`src/rtl/seq_multiplier.sv`:
```
// rtl/seq_multiplier.sv - shift-add sequential multiplier, n iterations of one ripple adder
// Optional signed mode: define SEQ_MULT_SIGNED_EN to add isSigned and the NEG fix-up state.

module seq_mult_adder #(
  parameter int n = 32
) (
  input  logic [n-1:0] a,
  input  logic [n-1:0] b,
  input  logic         cin,
  output logic [n-1:0] sum,
  output logic         cout
);

  logic [n:0] c;

  assign c[0] = cin;

  for (genvar i = 0; i < n; i++) begin : g_fa
    assign sum[i]   = a[i] ^ b[i] ^ c[i];
    assign c[i+1]   = (a[i] & b[i]) | (c[i] & (a[i] ^ b[i]));
  end

  assign cout = c[n];

endmodule

module seq_multiplier #(
  parameter int n = 32
) (
  input  logic           clk,
  input  logic           rst_n,
  input  logic           start,
`ifdef SEQ_MULT_SIGNED_EN
  input  logic           isSigned,
`endif
  input  logic [n-1:0]   A,
  input  logic [n-1:0]   B,
  output logic           busy,
  output logic           done,
  output logic [2*n-1:0] Product
);

  localparam int CW = (n > 1) ? $clog2(n) : 1;
  localparam logic [n-1:0]   ZERO_N  = '0;
  localparam logic [2*n-1:0] ZERO_2N = '0;
  localparam logic [CW-1:0]  LAST    = CW'(n - 1);

  typedef enum logic [1:0] {IDLE, RUN, NEG, DONE} state_t;

  state_t           state_q, state_d;
  logic [n-1:0]     mcand_q, mcand_d;
  logic [n-1:0]     mplier_q, mplier_d;
  logic [n-1:0]     acc_q, acc_d;
  logic [CW-1:0]    count_q, count_d;
  logic [2*n-1:0]   product_q, product_d;
`ifdef SEQ_MULT_SIGNED_EN
  logic             neg_q, neg_d;
  logic             sgn_q, sgn_d;
`endif

  logic [n-1:0]     sum;
  logic             cout;

  seq_mult_adder #(.n(n)) u_adder (
    .a    (acc_q),
    .b    (mcand_q),
    .cin  (1'b0),
    .sum  (sum),
    .cout (cout)
  );

  always_ff @(posedge clk or negedge rst_n) begin
    if (!rst_n) begin
      state_q   <= IDLE;
      mcand_q   <= '0;
      mplier_q  <= '0;
      acc_q     <= '0;
      count_q   <= '0;
      product_q <= '0;
`ifdef SEQ_MULT_SIGNED_EN
      neg_q     <= 1'b0;
      sgn_q     <= 1'b0;
`endif
    end else begin
      state_q   <= state_d;
      mcand_q   <= mcand_d;
      mplier_q  <= mplier_d;
      acc_q     <= acc_d;
      count_q   <= count_d;
      product_q <= product_d;
`ifdef SEQ_MULT_SIGNED_EN
      neg_q     <= neg_d;
      sgn_q     <= sgn_d;
`endif
    end
  end

  always_comb begin
    state_d   = state_q;
    mcand_d   = mcand_q;
    mplier_d  = mplier_q;
    acc_d     = acc_q;
    count_d   = count_q;
    product_d = product_q;
`ifdef SEQ_MULT_SIGNED_EN
    neg_d     = neg_q;
    sgn_d     = sgn_q;
`endif
    case (state_q)
      IDLE: begin
        if (start) begin
          mcand_d  = A;
          mplier_d = B;
          acc_d    = '0;
          count_d  = '0;
          state_d  = RUN;
`ifdef SEQ_MULT_SIGNED_EN
          sgn_d    = isSigned;
          neg_d    = 1'b0;
          if (isSigned) begin
            // Multiply magnitudes; the most-negative value maps onto 2^(n-1) unsigned.
            if (A[n-1]) mcand_d  = ZERO_N - A;
            if (B[n-1]) mplier_d = ZERO_N - B;
            neg_d = A[n-1] ^ B[n-1];
          end
`endif
        end
      end
      RUN: begin
        // Product's low half shifts into mplier as multiplier bits are consumed.
        if (mplier_q[0]) {acc_d, mplier_d} = {cout, sum, mplier_q[n-1:1]};
        else             {acc_d, mplier_d} = {1'b0, acc_q, mplier_q[n-1:1]};
        count_d = count_q + CW'(1);
        if (count_q == LAST) begin
`ifdef SEQ_MULT_SIGNED_EN
          if (sgn_q) begin
            state_d = NEG;
          end else begin
            state_d   = DONE;
            product_d = {acc_d, mplier_d};
          end
`else
          state_d   = DONE;
          product_d = {acc_d, mplier_d};
`endif
        end
      end
      NEG: begin
`ifdef SEQ_MULT_SIGNED_EN
        if (neg_q) {acc_d, mplier_d} = ZERO_2N - {acc_q, mplier_q};
`endif
        state_d   = DONE;
        product_d = {acc_d, mplier_d};
      end
      DONE: begin
        state_d = IDLE;
      end
      default: begin
        state_d = IDLE;
      end
    endcase
  end

  assign busy    = (state_q == RUN) || (state_q == NEG);
  assign done    = (state_q == DONE);
  assign Product = product_q;

endmodule

```
`config.mk`:
```
export PLATFORM = sky130hd
export DESIGN_NAME = seq_multiplier
export DESIGN_NICKNAME = d
export VERILOG_FILES = /design/src/rtl/seq_multiplier.sv
export SDC_FILE = /design/constraint.sdc
export NUM_CORES = 1
export LEC_CHECK = 0
export BUFFER_PORTS_ARGS = -buffer_cell sky130_fd_sc_hd__buf_2
export CORE_MARGIN = 2
export CORE_UTILIZATION = 52
export DETAILED_ROUTE_END_ITERATION = 6
export PLACE_DENSITY = 0.81
export SLEW_MARGIN = 30
export SYNTH_ARGS = -nofsm -noshare
export SYNTH_HDL_FRONTEND = slang
export SYNTH_SLANG_ARGS = --single-unit
```
`constraint.sdc`:
```
create_clock -name clk -period 11.9 [get_ports clk]
set_input_delay 1.785 -clock clk [delete_from_list [all_inputs] [get_ports clk]]
set_output_delay 1.785 -clock clk [all_outputs]
set_load 0.01 [all_outputs]
```
==> Word level (Yosys, flattened, before mapping) <==
Index checks and enable logic that the tools add are counted.
{ "totals": {"latch_bits": 0, "ramBits": 0, "out_inout_bits": 66, "input_bits": 67, "word_cells": 191, "memories": 0, "mem_bits_ro": 0, "reg_bits": 167} }
{ "op_classes": {"multipliers": 0, "add_sub_neg": 1, "muxes": 13, "n_eq_ne": 6, "shifts": 0, "div": 0, "n_lt_le_gt_ge": 0, "bitwise_logic": 157, "n_reduce_logical": 8} }
{ "ops": {"columns": ["cell", "count"], "rows": [
  ["two-way mux 32 bit", 4],
  ["one-hot mux 32 bit (2 select lines)", 2],
  ["one-hot mux 64 bit (2 select lines)", 1],
  ["two-way mux 64 bit", 1],
  ["bitwise AND 1 bit", 63],
  ["XOR 1 bit", 63],
  ["bitwise OR 1 bit", 31],
  ["one-hot mux 5 bit (2 select lines)", 1],
  ["one-hot mux 2 bit (4 select lines)", 1],
  ["AND reduction 2 bit", 4],
  ["adder 5 x 1 -> 5 bit (second input constant)", 1],
  ["equality test 5 bit (second input constant)", 1],
  ["two-way mux 5 bit", 1],
  ["equality test 2 bit (second input constant)", 2],
  ["two-way mux 2 bit", 2],
  ["inequality test 2 bit (second input constant)", 2],
  ["nonzero test 2 bit", 2],
  ["equality test 2 x 1 -> 1 bit (second input constant)", 1],
  ["logical NOT 2 bit", 1],
  ["logical OR 1 bit", 1]
]} }

==> Logic depth before layout (Yosys ltp) <==
Gate-level depths: netlist of the first run.
{ "depth": {"ltp_word": 66, "depth_mapped": 37, "ltp_nobuf": 37} }

==> Cells and area by module <==
From an unflattened synthesis of the first run, not the netlist that was laid out.
{ "unflattened": {"hier_cells": 747, "hier_area_um2": 8559.5} }
{ "by_module_without_submodules": {"columns": ["mod", "cells_each", "instances", "area_each_um2", "seq_area_each_um2"], "rows": [
  ["seq_multiplier", 705, 1, 7881.3, 4179.0],
  ["seq_mult_adder", 42, 1, 678.2, 0.0]
]} }

==> Least setup slack after synthesis of the first run <==
OpenSTA, ideal clock, no wires.
{ "synth_path": {"path_kind": "reg-to-reg", "startpoint": "register acc_q[0]", "endpoint": "register product_q[62] (netlist: Product[62])", "n_path_buf": 0, "required_time_ps": 11775, "arrival_time_ps": 12836, "path_stages_with_launch": 38, "path_slack_ps": -1061, "period_less_slack_ps": 12961, "cell_sequence": "dfrtp_1 ha_1 inv_1 fa_1 fa_1 fa_1 fa_1 fa_1 fa_1 fa_1 fa_1 fa_1 fa_1 fa_1 fa_1 fa_1 fa_1 fa_1 (+2 left out) fa_1 fa_1 fa_1 fa_1 fa_1 fa_1 fa_1 fa_1 fa_1 fa_1 fa_1 fa_1 fa_1 inv_1 fa_1 mux2i_1 mux2i_1 mux2_2"} }
{ "synth_via": {"elab_chain_cells": 65} }
{ "synth_rtl": {"columns": ["element", "line_no", "text"], "rows": [
  ["start: declaration", "53", "logic [n-1:0] acc_q, acc_d;"],
  ["start signal: assignment", "77", "acc_q <= '0;"],
  ["start signal: assignment", "88", "acc_q <= acc_d;"],
  ["bitwise AND 1 bit (2 in series)", "20", "assign c[i+1] = (a[i] & b[i]) | (c[i] & (a[i] ^ b[i]));"],
  ["bitwise OR 1 bit", "20", null],
  ["bitwise AND 1 bit", "20", null],
  ["bitwise OR 1 bit", "20", null],
  ["bitwise AND 1 bit", "20", null],
  ["bitwise OR 1 bit", "20", null],
  ["bitwise AND 1 bit", "20", null],
  ["bitwise OR 1 bit", "20", null],
  ["(+48 left out)", null, null],
  ["bitwise AND 1 bit", "20", null],
  ["bitwise OR 1 bit", "20", null],
  ["bitwise AND 1 bit", "20", null],
  ["bitwise OR 1 bit", "20", null],
  ["XOR 1 bit", "19", "assign sum[i] = a[i] ^ b[i] ^ c[i];"],
  ["two-way mux 32 bit", "131", "if (mplier_q[0]) {acc_d, mplier_d} = {cout, sum, mplier_q[n-1:1]};"],
  ["two-way mux 64 bit", "134", "if (count_q == LAST) begin"],
  ["one-hot mux 64 bit (2 select lines)", "109", "case (state_q)"],
  ["end signal: assignment", "90", "product_q <= product_d;"],
  ["end: declaration", "55", "logic [2*n-1:0] product_q, product_d;"]
]} }
Every way passes these cells. The select of a mux whose other input is x is not followed.
A chain may end at the register's enable or synchronous reset.

==> Worst setup path after layout of the first run <==
Same ends and word-level chain as after synthesis.

==> flow_summary.yaml, run 1 <==
status:
  violations: "setup timing"
  outcome: "finished with violations"
timing:
  clock.fmax_mhz: 81.9
  hold_viol: 0
  finalSetupViolations: 2
  worst_pin_slew_ns: 0.854
  skew_ns: 0.00777
  period_needed_ns: 12.21
  rsz0062_at_grt: "yes"
  slew_viol_final: 0
  post-route-period-util_pct: 103
  postLayoutSetupSlackWorst_ns: -0.308
  relSlewSlack_pct: 41.8
  finalSetupTns_ns: -0.351
route:
  num_vias: 6919
  drc: 0
  totalWireLength_mm: 20.6
  vias_per_cell: 5.73
  antenna_left: 0
  wl_per_cell_um: 17.1
  drtIter0Drc: 476
  dr.pass1.iters: 4
cells_and_area:
  nets: 1080
  antennaDiodeCount: 0
  fillerInstances: 1326
  area.growth.synth_to_final_pct: 15.9
  regArea_sq_um: 4180
  fin_area_sq_um: 10200
  multiInputGateArea_sq_um: 4150
  drive_above_1_share_pct: 25.6
  fin_util_pct: 61.6
critical_path:
  critPathBufInv: 2
  critPathArrivalTime_ns: 12.52
  start_kind: "flip-flop"
  required_ns: 12.21
  crit_family: "adder cells"
  critPathMaxStageDelay_ns: 0.39
  worstSetupPathType: "reg -> reg"
  slowest_stage: "fa_1"
  cpMostUsedCell: "fa_2"
  reg2reg_from: "acc_q[0]"
  reg2reg_slack_ns: -0.31
  cp_max_fo: 2
  end_kind: "flip-flop"
  timing.rr.end: "Product[62]"
  reg2reg_depth: 37
placement:
  place.gp.congestion: 0.798
  dpl_cell_area_sq_um: 9570
  hpwl_mm: 13.0
  port_buffers: 132
  pre_cts_ws_ns: -0.429
power_and_ir_drop:
  p_leak_nw: 4.56
  p_total_mw: 2.92
  power-per-cell-area_nw_per_um2: 287
  max-vdd-ir-drop_v: 0.000156
global_routing:
  grt_antenna_before_repair: 0
  globalRouteTotalUtil_pct: 23.9
  grt_pass1_wl_mm: 34.1
  grt_remaining_overflow: 0
  grt_max_degree: 88
  grt_pass1_vias: 6690
synthesis:
  synthTopCellsByArea: "dfrtp_1 (48%), fa_1 (7.1%), o21ai_0 (4.9%), nand2_1 (4.7%), mux2_2 (4.6%)"
  ys.flop_type: "dfrtp_1"
  ys_seq_area_share_pct: 47.6
  synth.most_common_cell: "dfrtp_1"
  synth-async-reset-ratio_pct: 100
  synth.avg_cell_area_sq_um: 10.0
  synth-edff-count: 0
  ys_warn_count: 0
  synthCells: 877
  synth-seq-cells: 167
  netlist_top_cells_count: "dfrtp_1 (167), nand2_1 (110), o21ai_0 (86), a21oi_1 (71), inv_1 (65)"
  syn_area_sq_um: 8780
  synth_cell_types: 35
  synth.top_cell.area_share_pct: 47.6
  synthesis.nets: 983
  yosys.area.top_type: "dfrtp_1"
cts:
  clk_pin_slew_worst_paths_ns: 0.07
  cts_tree: "yes"
  insertion_delay_ns: 0.42
  htreeDepth: 4
  root_buffer: "clkbuf_16"
  cts_made_buffers: 17
  cts_sinks: 167
  clockBufferDepth: 2
floorplanning:
  num_io_pins: 133
  die_area_sq_um: 17900
  rows: 47
  die_x_um: 134
  start_util_pct: 53.1
  die_height_um: 134
  core_area_sq_um: 16500
worst_hold_path:
  hold_end: "Product[9]"
  min_path_type: "reg -> reg"
  worstHoldStart: "Product[9]"
  hold_depth: 2
flow_run:
  drv_cap: 0
metrics by stage:
stage                     hold WS, ns  std cells
after floorplan                 0.460        877
after global placement          0.455       1172
after detailed placement        0.465       1172
after CTS                       0.479       1205
after global routing            0.499       1207
final                           0.474       1207
worst register-to-register path: cells and delay by family, from the launching register on:
| family | cells | cell delay (ns) |
|---|---|---|
| fa+ha+maj | 32 | 11.04 |
| buf+inv | 2 | 0.10 |
| flops | 1 | 0.35 |
| mux | 3 | 0.57 |
where the power goes:
part | internal (mW) | total [mW] | leakage, nW | switching [mW]
Sequential | 0.823 | 1.02 | 2.10 | 0.198
Clock | 0.280 | 0.518 | 0.267 | 0.237
Combinational | 0.587 | 1.38 | 2.19 | 0.795
Total | 1.69 | 2.92 | 4.56 | 1.23
registers in the layout, summed over array words and instances (netlist names):
register	count
mplier_q	32
mcand_q	32
acc_q	32
Product	64
count_q	5
state_q	2
logic make-up after synthesis:
| group | synth area share, % |
|---|---|
| flip-flops | 47.6 |
| AND/OR/NAND/NOR | 12.3 |
| buffers and inverters | 6.57 |
| multiplexers | 9.00 |
| adder cells (fa/ha/maj) | 8.21 |
| AO/OA/AOI/OAI | 16.3 |
layer usage:
layer / up-vias / global-route usage, % / part of all wire, %
li1: 3200 / - / -
met1: 3450 / 34.2 / 45
met2: 243 / 37.3 / 47
met3: 26 / 4.08 / 5.5
met4: 0 / 8.04 / 1.8
met5: - / 0 / 0
cell usage in the layout, fill, tap and decap left out, drive strengths merged:
master / count
a21oi: 71
a221o: 31
a22o: 2
a22oi: 1
a31oi: 1
a32o: 1
and2: 1
and3: 1
buf: 143
clkbuf: 19
clkinv: 8
clkinvlp: 3
dfrtp: 167
fa: 31
ha: 8
inv: 68
mux2: 36
mux2i: 38
nand2: 110
nand2b: 32
nand3: 33
nand4b: 1
nor2: 22
nor2b: 21
nor3: 10
o211ai: 31
o21a: 1
o21ai: 95
o41ai: 1
worst max path at each step:
stage	from	endpoint	slack [ns]	cells past startpoint
detailed placement	mcand_q[0]	Product[62]	-0.43	37
CTS	mcand_q[0]	Product[62]	-0.37	37
global route	acc_q[0]	Product[62]	-0.56	37
floorplan	acc_q[0]	Product[62]	0.02	37
finish	acc_q[0]	Product[62]	-0.31	37
global placement	acc_q[0]	Product[62]	-0.26	37
area by class of cell:
cell class	instances	area share, %
multi-input cells	579	40.8
inverters	66	2.45
repair buffers	143	7.53
well taps	220	2.71
clock inverters	13	0.960
clock buffers	19	4.45
flip-flops and latches	167	41.1
timing repair:
action,4_1_cts,5_1_grt
gates cloned,0,0
buffers inserted,1,1
setup endpoints to repair,2,5
pin swaps,3,2
resized for setup,8,0
hold buffers,0,0
No activity file was read; power rests on OpenSTA's default activity.
==> run 2, diff against run 1 <==
--- a/config.mk
+++ b/config.mk
@@ -8,7 +8,9 @@
 export BUFFER_PORTS_ARGS = -buffer_cell sky130_fd_sc_hd__buf_2
 export CORE_MARGIN = 2
 export CORE_UTILIZATION = 52
+export CTS_BUF_LIST = sky130_fd_sc_hd__clkbuf_8 sky130_fd_sc_hd__clkbuf_16
 export DETAILED_ROUTE_END_ITERATION = 6
+export GPL_TIMING_DRIVEN = 0
 export PLACE_DENSITY = 0.81
 export SLEW_MARGIN = 30
 export SYNTH_ARGS = -nofsm -noshare
==> flow_summary.yaml, run 2 (synthesis gave the netlist of run 1 again) <==
global_routing:
  grt_antenna_before_repair: 0
  grt_pass1_wl_mm: 36.3
  grt_remaining_overflow: 0
  globalRouteTotalUtil_pct: 25.9
  grt_max_degree: 81
  grt_pass1_vias: 7190
power_and_ir_drop:
  p_sw_share_pct: 41.0
  p_total_mw: 3.10
  seq_power_share_pct: 33.3
  clock_power_share_pct: 19.9
  intPower_mw: 1.83
  p_leak_nw: 4.79
  power-per-cell-area_nw_per_um2: 294
  max-vdd-ir-drop_v: 0.000170
  combPwrFrac_pct: 46.8
  p_switching_mw: 1.27
critical_path:
  reg2reg_depth: 37
  end_kind: "flip-flop"
  required_ns: 12.22
  slowest_stage: "fa_1"
  critPathMaxStageDelay_ns: 0.41
  timing.rr.end: "Product[62]"
  worstSetupPathType: "reg -> reg"
  reg2reg_slack_ns: -0.46
  cpMostUsedCell: "fa_2"
  endpoint: "Product[62]"
  cp_max_fo: 2
  critPathArrivalTime_ns: 12.67
  reg2reg_from: "mcand_q[0]"
  start_kind: "flip-flop"
  crit_path_start: "mcand_q[0]"
cts:
  clockBufferDepth: 2
  insertion_delay_ns: 0.43
  htreeDepth: 4
  clk_pin_slew_worst_paths_ns: 0.07
  root_buffer: "clkbuf_16"
  cts_sinks: 167
  cts_tree: "yes"
  cts_made_buffers: 17
cells_and_area:
  final_cell_mix: "dfrtp_1 (167), buf_2 (156), nand2_1 (109)"
  nets: 1137
  area.growth.synth_to_final_pct: 20.1
  final_cell_count_no_fill: 1264
  drive_above_1_share_pct: 26.6
  layout_commonest_cell: "dfrtp_1"
  antennaDiodeCount: 0
  largest_reg_flops: 64
route:
  wl_per_cell_um: 17.5
  drc: 0
  totalWireLength_mm: 22.1
  dr.pass1.iters: 5
  drtIter0Drc: 513
  vias_per_cell: 5.66
  antenna_left: 0
  num_vias: 7159
placement:
  port_buffers: 131
  place.gp.congestion: 0.840
  dp.cells: 1230
  hpwl_mm: 15.2
  pre_cts_ws_ns: -0.569
floorplanning:
  rows: 47
  die_area_sq_um: 17900
  start_util_pct: 53.1
  die_x_um: 134
  die_height_um: 134
  num_io_pins: 133
  core_area_sq_um: 16500
timing:
  finalSetupTns_ns: -0.739
  finalSetupViolations: 2
  rsz0062_at_grt: "yes"
  hold_viol: 0
  relSlewSlack_pct: 60.8
  clock.fmax_mhz: 80.9
  period_needed_ns: 12.36
  slew_viol_final: 0
  skew_ns: 0.00837
  postLayoutSetupSlackWorst_ns: -0.457
  post-route-period-util_pct: 104
  worst_pin_slew_ns: 0.589
status:
  violations: "setup timing"
  outcome: "finished with violations"
flow_run:
  drv_cap: 0
worst_hold_path:
  min_path_type: "reg -> reg"
## run 2: cell count changes in the layout (fill, tap and decap cells not counted), sizes merged
cell	previous run	this run
buf	143	172
bufinv	0	5
clkbuf	19	47
clkinv	8	7
clkinvlp	3	1
inv	68	66
## run 2: power groups by stage
stage / clock (mW) / combinational (mW) / sequential, mW
2_1_floorplan: 0 / 0.968 / 1.02
3_3_place_gp: 0 / 1.36 / 1.02
3_5_place_dp: 0 / 1.41 / 1.03
4_1_cts: 0.616 / 1.44 / 1.02
5_1_grt: 0.644 / 1.63 / 1.06
6_report: 0.615 / 1.45 / 1.03
## run 2: layout make-up
cell class | instances | area, sq um
Multi-Input combinational cell | 579 | 4120
Buffer | 65 | 329
Inverter | 66 | 248
Clock buffer | 19 | 453
Tap cell | 220 | 275
Timing Repair Buffer | 135 | 736
Sequential cell | 167 | 4180
Clock inverter | 13 | 203
Fill cell | 1332 | 5990
## run 2: worst min-delay path by stage
stage,from,to,slack (ns),cells after the start
floorplan,count_q[3],count_q[3],0.46,1
global placement,Product[0],Product[0],0.46,2
detailed placement,Product[27],Product[27],0.46,2
CTS,Product[0],Product[0],0.48,2
global route,Product[7],Product[7],0.50,2
finish,Product[18],Product[18],0.47,2
## run 2: stage by stage
step	instance area, sq um	util (%)	hold WS, ns
finish	10500	63.8	0.473
global route	10500	63.8	0.500
CTS	10500	63.7	0.479
detailed placement	9840	59.5	0.465
global placement	9770	59.2	0.457
floorplan	8840	-	0.460
## run 2: timing repair
item	CTS	global route
endpoints found under the setup margin	3	5
cloned	0	0
buffers inserted	3	1
hold buffers	0	0
resized for setup	4	10
pin swaps	0	1
## run 2: per-layer routing
metal / GRT usage [%] / vias up / share of wire, %
met5: 0 / - / 0
met4: 9.28 / 0 / 2.4
met3: 4.88 / 44 / 6.1
met2: 41.2 / 294 / 48
met1: 35.9 / 3503 / 44
li1: - / 3318 / -
## run 2: critical path, delay by kind of cell, from the launching register on
kind	cells	cell delay (ns)
flip-flops	1	0.35
buffers and inverters	2	0.10
adder cells (fa/ha/maj)	32	11.20
multiplexers	3	0.58
==> run 3, diff against run 2 <==
--- a/config.mk
+++ b/config.mk
@@ -12,6 +12,7 @@
 export DETAILED_ROUTE_END_ITERATION = 6
 export GPL_TIMING_DRIVEN = 0
 export PLACE_DENSITY = 0.81
+export SETUP_SLACK_MARGIN = 0.05
 export SLEW_MARGIN = 30
 export SYNTH_ARGS = -nofsm -noshare
 export SYNTH_HDL_FRONTEND = slang
==> flow_summary.yaml, run 3 (synthesis gave the netlist of run 1 again) <==
timing:
  skew_ns: 0.00840
  post-route-period-util_pct: 104
  finalSetupTns_ns: -0.796
  relSlewSlack_pct: 59.0
  period_needed_ns: 12.39
  worst_pin_slew_ns: 0.614
  hold_viol: 0
  postLayoutSetupSlackWorst_ns: -0.489
  slew_viol_final: 0
  rsz0062_at_grt: "yes"
  clock.fmax_mhz: 80.7
  finalSetupViolations: 2
critical_path:
  cpMostUsedCell: "fa_2"
  critPathMaxStageDelay_ns: 0.40
  critPathArrivalTime_ns: 12.70
  slowest_stage: "fa_1"
  required_ns: 12.21
  end_kind: "flip-flop"
  cp_max_fo: 2
  worstSetupPathType: "reg -> reg"
  start_kind: "flip-flop"
floorplanning:
  die_x_um: 134
  start_util_pct: 53.1
  die_height_um: 134
  num_io_pins: 133
  core_area_sq_um: 16500
  rows: 47
  die_area_sq_um: 17900
cts:
  root_buffer: "clkbuf_16"
  htreeDepth: 4
  clockBufferDepth: 2
  insertion_delay_ns: 0.43
  cts_made_buffers: 17
  cts_tree: "yes"
  clk_pin_slew_worst_paths_ns: 0.06
  cts_sinks: 167
placement:
  hpwl_mm: 15.5
  port_buffers: 131
  place.gp.congestion: 0.831
status:
  violations: "DRC, setup timing"
  outcome: "finished with violations"
power_and_ir_drop:
  intPower_mw: 1.84
  combPwrFrac_pct: 46.7
  clock_power_share_pct: 20.1
  p_sw_share_pct: 40.5
  p_switching_mw: 1.26
  power-per-cell-area_nw_per_um2: 295
  seq_power_share_pct: 33.3
  p_leak_nw: 4.78
  max-vdd-ir-drop_v: 0.000156
route:
  drc: 1
  wl_per_cell_um: 17.4
  num_vias: 7119
  vias_per_cell: 5.65
  drtIter0Drc: 462
  dr.pass1.iters: 7
  totalWireLength_mm: 22.0
  antenna_left: 0
worst_hold_path:
  min_path_type: "reg -> reg"
cells_and_area:
  nets: 1136
  multiInputGateArea_sq_um: 4110
  fillerInstances: 1312
  regArea_sq_um: 4180
  area.growth.synth_to_final_pct: 19.7
  layout_commonest_cell: "dfrtp_1"
  largest_reg_flops: 64
  fin_util_pct: 63.6
  final_cell_mix: "dfrtp_1 (167), buf_2 (156), nand2_1 (109)"
  drive_above_1_share_pct: 26.0
  antennaDiodeCount: 0
global_routing:
  grt_max_degree: 89
  grt_pass1_vias: 7097
  grt_antenna_before_repair: 0
  globalRouteTotalUtil_pct: 25.6
  grt_pass1_wl_mm: 36.1
  grt_remaining_overflow: 0
flow_run:
  drv_cap: 0
## run 3: through the flow
| step | power [mW] | hold WS (ns) | instance area [sq um] | setup WS [ns] | cells |
|---|---|---|---|---|---|
| 4_1_cts | 3.10 | 0.482 | 10500 | -0.473 | 1261 |
| 3_3_place_gp | 2.38 | 0.458 | 9780 | -0.417 | 1228 |
| 2_1_floorplan | 1.99 | 0.460 | 8850 | 0.0650 | 877 |
| 5_1_grt | 3.34 | 0.508 | 10500 | -0.702 | 1261 |
| 6_report | 3.10 | 0.477 | 10500 | -0.489 | 1261 |
| 3_5_place_dp | 2.45 | 0.468 | 9810 | -0.628 | 1229 |
## run 3: final timing paths
kind / startpoint / endpoint / slack (ns) / depth (start not counted)
worst max register to register: acc_q[0] / Product[62] / -0.49 / 37
worst max-delay path: acc_q[0] / Product[62] / -0.49 / 37
worst min register to register: Product[19] / Product[19] / 0.48 / 2
max in group asynchronous: rst_n / Product[1] / 9.70 / 2
worst min-delay path: Product[19] / Product[19] / 0.48 / 2
min in group asynchronous: rst_n / mcand_q[14] / 1.35 / 1
## run 3: critical path, delay by kind of cell (launching register included)
family	cells	cell delay (ns)
adders and majority gates	32	11.22
buffers and inverters	2	0.11
DFF	1	0.36
muxes	3	0.58
## run 3: routing by layer
metal  GRT usage [%]  vias to the layer above  part of all wire, %
li1                -                     3317                    -
met1            35.1                     3435                   43
met2            40.9                      321                   48
met3            4.88                       46                  7.0
met4            9.28                        0                  2.4
met5               0                        -                    0
## run 3: cell type report
| type | count | area share [%] |
|---|---|---|
| sequential | 167 | 39.8 |
| multi-input combinational | 579 | 39.1 |
| timing repair buffer | 134 | 6.74 |
| clock buffer | 19 | 4.31 |
| buffer | 65 | 3.13 |
| tap | 220 | 2.62 |
| inverter | 66 | 2.36 |
| clock inverter | 11 | 1.96 |
## run 3: timing repair
action	in CTS	in global routing
gates resized for setup	7	4
pin swaps	0	1
hold buffers	0	0
buffers inserted	3	0
setup endpoints to repair	3	6
## run 3: power by group through the flow
stage / clock [mW] / sequential, mW / combinational (mW)
floorplan: 0 / 1.02 / 0.968
global placement: 0 / 1.02 / 1.36
detailed placement: 0 / 1.03 / 1.42
CTS: 0.627 / 1.03 / 1.45
global route: 0.655 / 1.06 / 1.62
finish: 0.622 / 1.03 / 1.45
